`config.mk`:
```
export PLATFORM = sky130hd
export DESIGN_NAME = fxp_add_sat
export DESIGN_NICKNAME = d
export VERILOG_FILES = /design/src/rtl/fxp_add_sat.sv
export SDC_FILE = /design/constraint.sdc
export NUM_CORES = 1
export LEC_CHECK = 0
export ABC_AREA = 1
export BUFFER_PORTS_ARGS = -buffer_cell sky130_fd_sc_hd__buf_2
export CAP_MARGIN = 40
export CORE_AREA = 2 2 65 67
export DETAILED_ROUTE_END_ITERATION = 16
export DIE_AREA = 0 0 67 69
export PLACE_DENSITY = 0.89
export SETUP_SLACK_MARGIN = 0.2
export SYNTH_ARGS = -nofsm -noshare
export SYNTH_HDL_FRONTEND = slang
export SYNTH_SLANG_ARGS = --single-unit
```
`constraint.sdc`:
```
create_clock -name clk -period 2.8 [get_ports clk]
set_input_delay 0 -clock clk [delete_from_list [all_inputs] [get_ports clk]]
set_output_delay 0 -clock clk [all_outputs]
set_load 0.01 [all_outputs]
```
`src/rtl/fxp_add_sat.sv`:
```
// Pipelined signed fixed-point adder/subtractor with selectable rounding,
// output saturation and a sticky count of clipped results.
module fxp_add_sat #(
  parameter int unsigned A_W       = 8,
  parameter int unsigned A_FRAC    = 4,
  parameter int unsigned B_W       = 6,
  parameter int unsigned B_FRAC    = 3,
  parameter int unsigned C_W       = 5,
  parameter int unsigned C_FRAC    = 1,
  parameter int unsigned SAT_CNT_W = 16
) (
  input  logic                 clk,
  input  logic                 rst,
  input  logic                 in_valid,
  output logic                 in_ready,
  input  logic [A_W-1:0]       in_a,
  input  logic [B_W-1:0]       in_b,
  input  logic                 in_sub,
  input  logic [1:0]           rnd_mode,
  output logic                 out_valid,
  input  logic                 out_ready,
  output logic [C_W-1:0]       out_c,
  output logic                 out_sat,
  input  logic                 clr_cnt,
  output logic [SAT_CNT_W-1:0] sat_cnt
);

  localparam int unsigned A_INT = A_W - A_FRAC;
  localparam int unsigned B_INT = B_W - B_FRAC;
  localparam int unsigned F     = (A_FRAC > B_FRAC) ? A_FRAC : B_FRAC;
  localparam int unsigned I     = (A_INT > B_INT) ? A_INT : B_INT;
  // Exact sum width: one guard bit above the widest integer part
  localparam int unsigned S_W   = I + F + 1;
  localparam int unsigned A_SH  = F - A_FRAC;
  localparam int unsigned B_SH  = F - B_FRAC;
  localparam int unsigned D     = (F > C_FRAC) ? F - C_FRAC : 0;
  localparam int unsigned UP    = (C_FRAC > F) ? C_FRAC - F : 0;
  // Working width: room for the rounding increment or the left shift,
  // and always wider than the result so the clamp compare is meaningful
  localparam int unsigned X_W0  = S_W + 1 + UP;
  localparam int unsigned X_W   = (X_W0 > C_W + 1) ? X_W0 : C_W + 1;

  localparam logic signed [X_W-1:0] C_MAX = {{(X_W-C_W+1){1'b0}}, {(C_W-1){1'b1}}};
  localparam logic signed [X_W-1:0] C_MIN = {{(X_W-C_W+1){1'b1}}, {(C_W-1){1'b0}}};

  logic                  s1_valid;
  logic                  s2_valid;
  logic signed [S_W-1:0] s1_sum;
  logic [1:0]            s1_rnd;
  logic                  s2_load;

  logic signed [S_W-1:0] a_al;
  logic signed [S_W-1:0] b_al;
  logic signed [S_W-1:0] sum_c;
  logic signed [X_W-1:0] x_ext;
  logic signed [X_W-1:0] x_res;
  logic [C_W-1:0]        c_c;
  logic                  sat_c;

  // Handshake: s2 drains into the consumer, s1 follows s2
  assign s2_load   = !s2_valid || out_ready;
  assign in_ready  = !s1_valid || s2_load;
  assign out_valid = s2_valid;

  // Stage 1 datapath: align both operands to F fractional bits and combine
  always_comb begin
    a_al  = S_W'($signed(in_a)) <<< A_SH;
    b_al  = S_W'($signed(in_b)) <<< B_SH;
    sum_c = in_sub ? (a_al - b_al) : (a_al + b_al);
  end

  assign x_ext = X_W'(s1_sum);

  generate
    if (D > 0) begin : g_round
      localparam logic [X_W-1:0] HALF = X_W'(1) << (D - 1);
      logic signed [X_W-1:0] x_up_sum;
      logic signed [X_W-1:0] x_flr;
      logic signed [X_W-1:0] x_up;
      logic                  tie;

      // Drop D fraction bits: floor, half-up, or half-even on exact ties
      always_comb begin
        x_up_sum = x_ext + $signed(HALF);
        x_flr    = x_ext >>> D;
        x_up     = x_up_sum >>> D;
        tie      = (x_ext[D-1:0] == HALF[D-1:0]);
        case (s1_rnd)
          2'b01:   x_res = x_up;
          2'b10:   x_res = (tie && x_up[0]) ? x_flr : x_up;
          default: x_res = x_flr;
        endcase
      end
    end else begin : g_shift
      // Result has at least as many fraction bits: exact left shift
      always_comb begin
        x_res = x_ext <<< UP;
      end
    end
  endgenerate

  // Clamp to the representable result range and flag any clipping
  always_comb begin
    c_c   = x_res[C_W-1:0];
    sat_c = 1'b0;
    if (x_res > C_MAX) begin
      c_c   = C_MAX[C_W-1:0];
      sat_c = 1'b1;
    end else if (x_res < C_MIN) begin
      c_c   = C_MIN[C_W-1:0];
      sat_c = 1'b1;
    end
  end

  // Pipeline valid bits and registered result
  always_ff @(posedge clk) begin
    if (rst) begin
      s1_valid <= 1'b0;
      s2_valid <= 1'b0;
      out_c    <= '0;
      out_sat  <= 1'b0;
    end else begin
      if (in_ready) s1_valid <= in_valid;
      if (s2_load) s2_valid <= s1_valid;
      if (s2_load && s1_valid) begin
        out_c   <= c_c;
        out_sat <= sat_c;
      end
    end
  end

  // Stage 1 payload, loaded only on an accepted beat
  always_ff @(posedge clk) begin
    if (!rst && in_valid && in_ready) begin
      s1_sum <= sum_c;
      s1_rnd <= rnd_mode;
    end
  end

  // Sticky clip counter; clear wins over a same-cycle increment
  always_ff @(posedge clk) begin
    if (rst || clr_cnt) begin
      sat_cnt <= '0;
    end else if (s2_valid && out_ready && out_sat && (sat_cnt != '1)) begin
      sat_cnt <= sat_cnt + SAT_CNT_W'(1);
    end
  end

endmodule

```
**Word level (Yosys, flattened, before mapping)**

Index checks and enable logic that the tools add are counted.

- Bits in registers: 35
- Input bits: 22
- Output and inout port bits: 24

- Add/sub/neg operators: 4
- $lt $le $gt $ge: 2
- Equality and inequality tests: 4
- Multiplexer cells: 7
- Reductions and logical operators: 13

Operator list:

| operator | count |
|---|---|
| $pmux W10 S2 | 1 |
| $add A16 B1 Y16 const B | 1 |
| $ne A16 B16 Y1 const B | 1 |
| $add A9 B4 Y10 const B | 1 |
| $gt A10 B5 Y1 const B | 1 |
| $lt A10 B5 Y1 const B | 1 |
| $mux W10 | 1 |
| $mux W5 | 2 |
| $add A8 B7 Y9 | 1 |
| $mux W9 | 1 |
| $sub A8 B7 Y9 | 1 |
| $logic_and A1 B1 Y1 | 7 |
| $eq A3 B3 Y1 const B | 1 |
| $logic_not A1 Y1 | 3 |
| $logic_or A1 B1 Y1 | 3 |
| $eq A2 B1 Y1 const B | 1 |
| $eq A2 B2 Y1 const B | 1 |
| $mux W1 | 2 |

**Logic depth before layout (Yosys ltp)**

- Depth in word-level cells: 7
- Depth in mapped cells: 14
- Depth with buffers taken out: 14

**Worst setup path after synthesis**

OpenSTA, ideal clock, no wires.

- Path type: reg2reg
- Start point: register s1_sum[2]
- End point: register out_c[0]
- Setup time: 0.109 ns
- Arrival: 1.562 ns
- Required time: 2.691 ns
- Setup slack: 1.129 ns
- Cell stages (with the launch flop): 14
- Period minus slack after synthesis: 1.671 ns
- Cells stage by stage: edfxtp_1 -> ha_1 -> nand2_1 -> inv_1 -> nand3_1 -> nand2_1 -> nand2_1 -> nand2_1 -> a21oi_1 -> inv_1 -> nand2_1 -> nand3_1 -> nand2_1 -> inv_1

- Word-level cells in the longest chain between the ends: 7
- Elaborated cells on any way between the ends: 9
- Classes of those cells: 1 x add/sub; 2 x order compare; 1 x eq/ne; 4 x mux; 1 x reduce/logical

RTL lines:

| item | RTL line | source |
|---|---|---|
| from (decl) | 48 | `logic signed [S_W-1:0] s1_sum;` |
| from (signal assigned) | 135 | `s1_sum <= sum_c;` |
| $add A9 B4 Y10 or $eq A3 B3 Y1 (tied branches) | 84, 87 |  |
| $logic_and A1 B1 Y1 | 90 | `2'b10: x_res = (tie && x_up[0]) ? x_flr : x_up;` |
| $mux W10 | 90 |  |
| $pmux W10 S2 (*) | 88 | `case (s1_rnd)` |
| $lt A10 B5 Y1 | 109 | `end else if (x_res < C_MIN) begin` |
| $mux W5 | 109 |  |
| $mux W5 (*) | 106 | `if (x_res > C_MAX) begin` |
| to (signal assigned) | 120 | `out_c <= '0;` |
| to (signal assigned) | 126 | `out_c <= c_c;` |
| to (decl) | 22 | `output logic [C_W-1:0] out_c,` |

Every way passes the cells marked *; elsewhere a longest branch is shown, timed or not.
A chain may end at the register's enable or synchronous reset.

**Final worst setup path**

- Start point: register s1_sum[2]
- End point: register out_c[1]

Same word-level chain as after synthesis.

==> impl_metrics.json <==
{
  "placed_cell_area_mm2": 0.00252,
  "nets": 414,
  "fmax_mhz": 542,
  "path_cells": "ha_1 -> nand2_1 -> inv_1 -> nand3_1 -> nor2_1 -> nor2_1 -> a21oi_1 -> inv_1 -> nand2_1 -> nand3_1 -> nand2_1 -> inv_1",
  "clockBufferDepth": 2,
  "crit_buf_inv": 3,
  "worst-r2r-setup-slack_ps": 960,
  "route.detailed.drc": 0,
  "hold_class": "in2reg",
  "htreeDepth": 2,
  "io_buffers": 45,
  "relSlewSlack_pct": 57.2,
  "synth_edf_count": 11,
  "grt_pass1_wl_um": 7940,
  "cts_sinks": 35,
  "wl_per_cell_um": 11.0,
  "max_stage_delay_ps": 440,
  "syn_inst": 325,
  "clk_latency_ps": 300,
  "postSynthAreaPerCell_um2": 6.93,
  "rsz0062_at_grt": "false",
  "wl_um": 4750,
  "grt_max_degree": 13,
  "die-height_um": 69,
  "post_cts_buffers": 0,
  "cpMaxStageDelayCell": "edfxtp_1",
  "startpoint_type": "register",
  "gp_congestion": 0.868,
  "syn_area_mm2": 0.00225,
  "seq_area_frac_synth_pct": 36.0,
  "timing_worst_setup_path_type": "reg2reg",
  "clk_pin_slew_ps": 80,
  "peakVddDrop_mv": 0.253,
  "worstPathRequired_ps": 2990,
  "cts-buffers-inserted": 5,
  "grt_overflow": 0,
  "cts_tree": "yes",
  "finalCriticalPeriod_ps": 1840,
  "post-dp-hpwl_um": 3660,
  "cts-root-buf": "clkbuf_8",
  "pre_cts_slack_ps": 851,
  "dieArea_mm2": 0.00462,
  "arrival_ps": 2040,
  "synth.distinct_cells": 29,
  "fillCellCount": 352,
  "n_antenna_cell": 0,
  "finish.utilization_pct": 68.5,
  "final.period_utilization_pct": 65.9,
  "finalInstanceArea_mm2": 0.00268,
  "drv_slew": 0,
  "crit_cells": 12,
  "critical_path.endpoint_type": "register",
  "async_flop_share_pct": 0,
  "yosysWarnings": 0,
  "vias_per_cell": 5.14,
  "hold_viol": 0,
  "p_leak_nw": 1.29,
  "setup_tns_ps": 0,
  "seq_area_um2": 811,
  "p_per_area_mw_per_mm2": 463,
  "vias": 2210,
  "num_rows": 23,
  "hold_ws_ps": 12.1,
  "synth_top_cell_area_share_pct": 21.3,
  "first_iter_violations": 104,
  "core_area_mm2": 0.00391,
  "clock_skew_ps": 9.16,
  "start_util_pct": 57.6,
  "area_growth_pct": 18.9,
  "track_usage_pct": 21.6,
  "ys_top_cells_by_area": "dfxtp_1 (21%), edfxtp_1 (15%), nand2_1 (12%)",
  "whs_path_depth": 4,
  "setup_violations": 0,
  "io_pins": 46,
  "synth_top_flop_cell": "dfxtp_1",
  "worstMarginPinSlew_ps": 639,
  "worstPathMaxFanout": 5,
  "multiInputGateArea_mm2": 0.00124,
  "postRouteAntennaNets": 0,
  "layout-drive-gt1-share_pct": 16.1,
  "p_total_mw": 1.24,
  "cp_top_family": "simple AND/OR/NAND/NOR gates",
  "drtPass1Iterations": 4,
  "status": "finished clean",
  "reg2reg_depth": 12,
  "fin_ws_ps": 956,
  "die_w_um": 67,
  "antenna_found_initial": 0,
  "max-cap-violations": 0,
  "yosys.area.top_type": "dfxtp_1",
  "final_cell_count_no_fill": 430,
  "syn_nets": 360,
  "ys_ff_latch": 35,
  "dp_cells": 417,
  "grt_pass1_vias": 1972
}
==> path summary, 6_finish.rpt <==
path	from	endpoint
setup / recovery	s1_sum[2]	out_c[1]
setup reg to reg	s1_sum[2]	out_c[1]
hold reg to reg	s1_valid	out_valid
hold / removal	out_ready	out_valid
==> worst min-delay path, stage by stage <==
cell	delay (ps)
buf_2	90
inv_1	40
nand2_1	70
a21oi_1	70
==> layer usage <==
metal | routed length, um | track usage [%] | share of wire, % | vias to the layer above
li1 | - | - | - | 1151
met2 | 2270 | 35.6 | 48 | 64
met5 | 0 | 0 | 0 | -
met3 | 244 | 4.57 | 5.1 | 8
met4 | 91 | 8.62 | 1.9 | 0
met1 | 2140 | 27.0 | 45 | 987
==> kinds of logic after synthesis <==
family / Yosys count / synth area share, %
AO/OA/AOI/OAI: 49 / 11.4
XOR/XNOR: 16 / 6.22
adder cells (fa/ha/maj): 13 / 7.55
buffers and inverters: 53 / 9.16
flip-flops: 35 / 36.0
AND/OR/NAND/NOR: 159 / 29.7
==> layout make-up <==
class | count | area share, %
Clock buffer | 6 | 3.50
Clock inverter | 2 | 0.514
Inverter | 50 | 7.00
Multi-Input combinational cell | 237 | 46.1
Sequential cell | 35 | 30.3
Tap cell | 50 | 2.33
Timing Repair Buffer | 50 | 10.3
==> state kept, by name (all words and copies together), names as in the netlist <==
register	count
sat_cnt	16
out_c	5
s1_sum	9
out_sat	1
out_valid	1
s1_rnd	2
s1_valid	1
==> Yosys cell counts (2+ instances only) <==
cell / instances
nand4_1: 2
nor3_1: 3
xnor2_1: 6
nand2_1: 75
o21ai_1: 2
edfxtp_1: 11
o21ai_0: 16
dfxtp_1: 24
clkbuf_1: 2
ha_1: 12
nor2_1: 45
xor2_1: 10
a21oi_1: 26
inv_1: 49
nand3_1: 25
nand2_2: 4
==> cell usage in the layout (no fill, tap or decap) <==
cell / n
a21o_1: 1
a21oi_1: 26
a21oi_2: 1
and3_1: 1
buf_2: 45
clkbuf_16: 1
clkbuf_8: 5
clkinv_2: 1
clkinv_4: 1
dfxtp_1: 24
dlygate4sd3_1: 5
edfxtp_1: 11
fa_1: 1
ha_1: 12
inv_1: 49
inv_2: 1
nand2_1: 75
nand2_2: 4
nand3_1: 25
nand3_2: 1
nand4_1: 2
nor2_1: 45
nor3_1: 3
nor3_2: 1
nor3b_1: 1
o21a_1: 1
o21ai_0: 16
o21ai_1: 2
o21bai_1: 1
o22ai_1: 1
or2_1: 1
xnor2_1: 6
xor2_1: 10
==> repair_timing <==
| action | in CTS | in global routing |
|---|---|---|
| hold buffers | 5 | 0 |
| resized for setup | 0 | 0 |
| endpoints found under the hold margin | 5 | 0 |
==> report_power, final <==
part	internal (mW)	leakage (nW)	switching (mW)
Combinational	0.0985	0.932	0.149
Clock	0.229	0.0563	0.193
Sequential	0.556	0.298	0.0164
Note: power is estimated with default switching activity, not from simulation.
